===== src/rtl/mem_stage_controller.sv =====
// MEM-stage access sequencer: issues one req/ack access per EX/MEM instruction,
// lane-aligns store data, extracts/extends load data and stalls until complete.
module mem_stage_controller #(
  parameter int unsigned TIMEOUT = 16
) (
  input  logic        clock,
  input  logic        reset,
  input  logic [31:0] address,
  input  logic [31:0] writeData,
  input  logic [3:0]  memWrite,
  input  logic        memRead,
  input  logic [1:0]  memReadWidth,
  input  logic        memAck,
  input  logic [31:0] memRdata,
  output logic        memReq,
  output logic [31:0] memAddr,
  output logic [3:0]  memWe,
  output logic [31:0] memWdata,
  output logic        stall,
  output logic [31:0] readData,
  output logic        readValid,
  output logic        accessError
);

  localparam int unsigned CW = (TIMEOUT > 1) ? $clog2(TIMEOUT) : 1;

  typedef enum logic [1:0] {IDLE, ACCESS, DONE} state_e;

  state_e          state_q;
  logic [CW-1:0]   cnt_q;
  logic [1:0]      width_q;
  logic [1:0]      off_q;
  logic            load_q;

  logic        is_store;
  logic        pending;
  logic        word_acc;
  logic        half_acc;
  logic        bad_pat;
  logic        misaligned;
  logic        aligned;
  logic [31:0] shifted;
  logic [31:0] rd_ext;

  always_comb begin
    is_store   = (memWrite != '0);
    pending    = is_store | memRead;
    word_acc   = is_store ? (memWrite == 4'b1111) : (memReadWidth == 2'b00);
    half_acc   = is_store ? (memWrite == 4'b0011) : (memReadWidth == 2'b01);
    bad_pat    = is_store & ~((memWrite == 4'b1111) | (memWrite == 4'b0011) |
                              (memWrite == 4'b0001));
    misaligned = pending & (bad_pat | (word_acc & (address[1:0] != 2'b00)) |
                            (half_acc & address[0]));
    aligned    = pending & ~misaligned;
  end

  always_comb begin
    shifted = memRdata >> {off_q, 3'b000};
    unique case (width_q)
      2'b00:   rd_ext = shifted;
      2'b01:   rd_ext = {{16{shifted[15]}}, shifted[15:0]};
      2'b10:   rd_ext = {{24{shifted[7]}}, shifted[7:0]};
      default: rd_ext = {24'h000000, shifted[7:0]};
    endcase
  end

  // Gated by reset so the pipeline is never frozen while reset is held.
  assign stall = reset & (((state_q == IDLE) & aligned) | (state_q == ACCESS));

  always_ff @(posedge clock or negedge reset) begin
    if (!reset) begin
      state_q     <= IDLE;
      cnt_q       <= '0;
      width_q     <= '0;
      off_q       <= '0;
      load_q      <= 1'b0;
      memReq      <= 1'b0;
      memAddr     <= '0;
      memWe       <= '0;
      memWdata    <= '0;
      readData    <= '0;
      readValid   <= 1'b0;
      accessError <= 1'b0;
    end else begin
      readValid   <= 1'b0;
      accessError <= 1'b0;
      unique case (state_q)
        IDLE: begin
          if (misaligned) begin
            accessError <= 1'b1;
          end else if (aligned) begin
            memAddr  <= {address[31:2], 2'b00};
            memWe    <= is_store ? (memWrite << address[1:0]) : '0;
            memWdata <= writeData << {address[1:0], 3'b000};
            width_q  <= memReadWidth;
            off_q    <= address[1:0];
            load_q   <= ~is_store;
            memReq   <= 1'b1;
            cnt_q    <= '0;
            state_q  <= ACCESS;
          end
        end
        ACCESS: begin
          if (memAck) begin
            memReq  <= 1'b0;
            memWe   <= '0;
            if (load_q) begin
              readData  <= rd_ext;
              readValid <= 1'b1;
            end
            state_q <= DONE;
          end else if (cnt_q == CW'(TIMEOUT - 1)) begin
            memReq      <= 1'b0;
            memWe       <= '0;
            accessError <= 1'b1;
            readData    <= '0;
            state_q     <= DONE;
          end else begin
            cnt_q <= cnt_q + CW'(1);
          end
        end
        DONE: begin
          state_q <= IDLE;
        end
        default: begin
          state_q <= IDLE;
        end
      endcase
    end
  end

endmodule


===== config.mk =====
export PLATFORM = sky130hd
export DESIGN_NAME = mem_stage_controller
export DESIGN_NICKNAME = d
export VERILOG_FILES = /design/src/rtl/mem_stage_controller.sv
export SDC_FILE = /design/constraint.sdc
export NUM_CORES = 1
export LEC_CHECK = 0
export CORE_MARGIN = 5
export CORE_UTILIZATION = 40
export DETAILED_ROUTE_END_ITERATION = 10
export HOLD_SLACK_MARGIN = 0.02
export PLACE_DENSITY = 0.83
export SLEW_MARGIN = 20
export SYNTH_ARGS = -nofsm -noshare
export SYNTH_HDL_FRONTEND = slang
export SYNTH_SLANG_ARGS = --single-unit
export TNS_END_PERCENT = 5

===== constraint.sdc =====
create_clock -name clock -period 2.69 [get_ports clock]
set_input_delay 0.4035 -clock clock [delete_from_list [all_inputs] [get_ports clock]]
set_output_delay 0.4035 -clock clock [all_outputs]
set_load 0.1 [all_outputs]

# After elaboration in Yosys (flattened, before gate mapping)
# Cells that the tools add are included.
dict set report op_classes {
  n_addsub 1
  eq_ne 14
  shifts 3
  n_mux 34
  bitwise 16
  n_reduce_logical 12
}
# operator n
set op_table {}
lappend op_table {{32-bit two-way mux} 3}
lappend op_table {{32-bit case mux with 3 select lines} 1}
lappend op_table {{4-bit two-way mux} 9}
lappend op_table {{32-bit by 5-bit << shifter with 32-bit output} 1}
lappend op_table {{32-bit by 5-bit >> shifter with 32-bit output} 1}
lappend op_table {{4-bit case mux with 2 select lines} 2}
lappend op_table {{1-bit two-way mux} 12}
lappend op_table {{3-bit AND reduction} 3}
lappend op_table {{4-bit equality test, second input constant} 2}
lappend op_table {{2-bit two-way mux} 4}
lappend op_table {{2-bit inequality test, second input constant} 4}
lappend op_table {{1-bit AND} 7}
lappend op_table {{2-bit by 1-bit equality test with 1-bit output, second input constant} 3}
lappend op_table {{2-bit logical NOT} 3}
lappend op_table {{1-bit bitwise OR} 6}
lappend op_table {{2-bit nonzero test} 3}
lappend op_table {{5-bit AND reduction} 1}
lappend op_table {{4-bit by 1-bit adder with 4-bit output, second input constant} 1}
lappend op_table {{4-bit by 1-bit equality test with 1-bit output, second input constant} 1}
lappend op_table {{4-bit by 2-bit equality test with 1-bit output, second input constant} 1}
lappend op_table {{1-bit case mux with 2 select lines} 2}
lappend op_table {{2-bit case mux with 2 select lines} 1}
lappend op_table {{4-bit AND reduction} 1}
lappend op_table {{4-bit nonzero test} 1}
lappend op_table {{other kinds (5)} 7}
dict set report totals {
  ff_bits 112
  inputBits 106
  output_inout_bits 104
  wordCells 92
}

# Longest topological paths before layout
dict set report depth {
  ltp_word 13
  mapped_depth 8
  ltp_nobuf 6
}

# Worst setup path after synthesis
# No wires, ideal clock.
dict set report synth_path {
  path_type {input to output}
  start {in memWrite[1]}
  end {out stall}
  arrival_time_ns 4.235
  required_time_ns 2.287
  setup_slack_ns -1.949
  cell_stages 8
  n_path_buf 3
  cell_sequence {buf_2 -> or4_4 -> o2111ai_2 -> o2111ai_4 -> or2_1 -> buf_2 -> buf_6 -> a21boi_0}
}
dict set report synth_via {
  elab_chain_len 13
}
# element line
set synth_lines {}
lappend synth_lines {{start: declaration} 10} ;# input logic [3:0] memWrite,
lappend synth_lines {{4-bit equality test / 4-bit by 2-bit equality test with 1-bit output (equally long branches)} {48, 50, 49}}
lappend synth_lines {{1-bit bitwise OR (2 in a row)} 50} ;# bad_pat = is_store & ~((memWrite == 4'b1111) | (memWrite == 4'b0011) |
lappend synth_lines {{1-bit inverter} 50}
lappend synth_lines {{1-bit AND} 50}
lappend synth_lines {{1-bit bitwise OR (2 in a row)} 52} ;# misaligned = pending & (bad_pat | (word_acc & (address[1:0] != 2'b00)) |
lappend synth_lines {{1-bit AND} 52}
lappend synth_lines {{1-bit inverter (no source line)} -}
lappend synth_lines {{1-bit AND *} 54} ;# aligned = pending & ~misaligned;
lappend synth_lines {{1-bit AND *} 68} ;# assign stall = reset & (((state_q == IDLE) & aligned) | (state_q == ACCESS));
lappend synth_lines {{1-bit bitwise OR *} 68}
lappend synth_lines {{1-bit AND *} 68}
lappend synth_lines {{end: declaration} 19} ;# output logic stall,
# Mark *: on every way between the ends. The rest lies on a longest branch, timed or not.

# Worst setup path in the final report
# Same ends and word-level chain as after synthesis.

==> flow_summary.ini <==
[detailed_routing]
drt_pass1_iterations = 5
vias_per_cell = 5.498
drtIter0Drc = 408
ant_nets = 0
wl_um = 17200
drc = 0
vias = 4871
avgRoutedWirePerCell_um = 19.41

[critical_path]
startpoint_type = input pin
critPathRequiredTime_ns = 2.29
r2r_start = off_q[0]$_DFFE_PN0P_
crit_arrival_ns = 2.24
reg2reg_to = readData[28]$_DFFE_PN0P_
r2r_cells = 5
worstPathMaxFanout = 3
setup.worst_path.end_class = primary output
r2r_setup_slack_ns = 0.74
crit_type = in -> out

[global_route]
grt_max_degree = 113
grt_pass1_vias = 4932
grt_use_total = 0.2063
antenna_found_initial = 1
grt_pass1_wl_um = 26590
overflow = 0

[timing]
finalSetupViolations = 0
timing.fmax_mhz = 378.2
rsz0062_at_grt = no
hold_violations = 0
slew_violations = 0
max_slew_margin = 0.5155
fin_crit_sh = 0.9830
finClkSkew_ns = 0.008338
post-route-min-period_ns = 2.644
worstMarginPinSlew_ns = 0.7253

[synthesis]
synth_area_per_cell_um2 = 11.28
synth-main-ff-cell = dfrtp_1
synth_fa_ha_area_frac = 0.002264
synth_compound_area_frac = 0.1746
synth_edf_count = 0
synthSimpleGateAreaFrac = 0.09126
async_reset_ff_frac = 1.000
syn_inst = 490
yosys-mux-area-fraction = 0.1832
synth_xor_xnor_area_share = 0.001585
synth_seq_area_share = 0.5072
syn-cell-area_um2 = 5525
synth_top_family_by_area = multiplexers
ys_types = 50
yosysWarnings = 0
ys_seq_elements = 112

[cells_and_area]
mostFrequentLayoutCell = buf_4
area_growth_pct = 43.95
diodes = 0
final_cells = 886
mostFrequentLayoutCells = 132 x buf_4, 112 x dfrtp_1, 98 x clkdlybuf4s50_1
drive_gt1_frac = 0.3003
fin_nets = 808

[status]
status = finished, final reports clean

[clock_tree]
htreeDepth = 3
cts-root-buf = clkbuf_16
clk_pin_slew_worst_paths_ns = 0.07
cts_made_buffers = 9
cts_tree = done
cts.sinks = 112
clock_latency_ns = 0.35
clk_path_buf_depth = 2

[place]
io_buffer_count = 207
globalplace.congestion = 0.9209
dpl.cell_count = 868
dp_hpwl_um = 13130

[run]
cap_violations = 0

[worst_hold_path]
hp-class = in -> async

[floorplan]
io_pins = 210
start_util = 0.4027
die_w_um = 127.5
dieHeight_um = 127.5
core_um2 = 13720
dieArea_um2 = 16260
num_rows = 43
## flip-flops by register name (all words and copies together), names as in the netlist
signal       flops
memWdata        32
readData        32
memAddr         30
cnt_q            4
memWe            4
off_q            2
state_q          2
width_q          2
accessError      1
load_q           1
memReq           1
readValid        1
## synth_stat cells, drive strengths merged (9+ instances only)
| cell | instances | share of area |
|---|---|---|
| nor2b | 20 | 0.023 |
| clkbuf | 24 | 0.016 |
| mux2i | 37 | 0.067 |
| o31ai | 9 | 0.012 |
| nand2 | 46 | 0.031 |
| o21ai | 51 | 0.046 |
| o211ai | 9 | 0.012 |
| dfrtp | 112 | 0.51 |
| mux2 | 51 | 0.12 |
| a21oi | 18 | 0.016 |
| nor2 | 18 | 0.013 |
| buf | 17 | 0.021 |
## through the flow
step / util / setup TNS (ns) / hold WS (ns) / worst slack [ns] / instance area (µm²)
global route: 0.5798 / 0 / 0.2558 / 0.001923 / 7954
floorplan: - / -0.2387 / 0.1079 / -0.2387 / 5562
global placement: 0.5589 / -8.973 / 0.4624 / -0.2090 / 7667
CTS: 0.5798 / 0 / 0.2414 / 0.02482 / 7954
finish: 0.5798 / 0 / 0.2026 / 0.04570 / 7954
detailed placement: 0.5589 / -12.70 / 0.4671 / -0.2488 / 7667
## timing repair
action	CTS	global route
setup buffers	2	0
pin swaps	6	1
endpoints found under the setup margin	1	1
gates resized for setup	5	0
hold buffers	0	0
## logic make-up (layout without fill, tap and decap cells)
kind of cell	Yosys count	after routing
compound gates	139	139
flops	112	112
simple gates	104	104
mux	88	88
buf+inv	44	259
fa+ha+maj	1	1
other cells	1	2
xor+xnor	1	1
## metal layers
| layer | share of wire | wire [µm] | global-route usage | vias to the layer above |
|---|---|---|---|---|
| met4 | 0.029 | 506 | 0.08644 | 2 |
| li1 | - | - | - | 2212 |
| met2 | 0.47 | 8108 | 0.3311 | 235 |
| met1 | 0.41 | 7121 | 0.2713 | 2384 |
| met5 | 0.00041 | 7 | 0 | - |
| met3 | 0.085 | 1456 | 0.04390 | 38 |
## how the worst max path moves through the flow
stage / endpoint / slack, ns / from
after CTS: stall / 0.02 / memWrite[1]
final: stall / 0.05 / memWrite[1]
after floorplan: stall / -0.24 / memWrite[0]
after detailed placement: memAddr[24]$_DFFE_PN0P_ / -0.25 / memWrite[0]
after global placement: stall / -0.21 / memWrite[0]
after global routing: stall / 0.002 / memWrite[1]
## critical path, stage by stage
cell           delay [ns]
dlygate4sd2_1        0.24
or4_4                0.57
o2111ai_4            0.22
o2111ai_4            0.15
or2_4                0.29
a21boi_4             0.17
buf_12               0.19
## cell type report
type / instances / area [µm²]
Timing Repair Buffer: 240 / 2097
Tap cell: 180 / 225.2
Clock buffer: 12 / 246.5
Multi-Input combinational cell: 335 / 2544
Sequential cell: 112 / 2803
Clock inverter: 4 / 27.53
Fill cell: 1144 / 5766
Inverter: 3 / 11.26
Power is not shown: default switching activity piles up to over one toggle a cycle in this logic, so the estimate is an artifact.
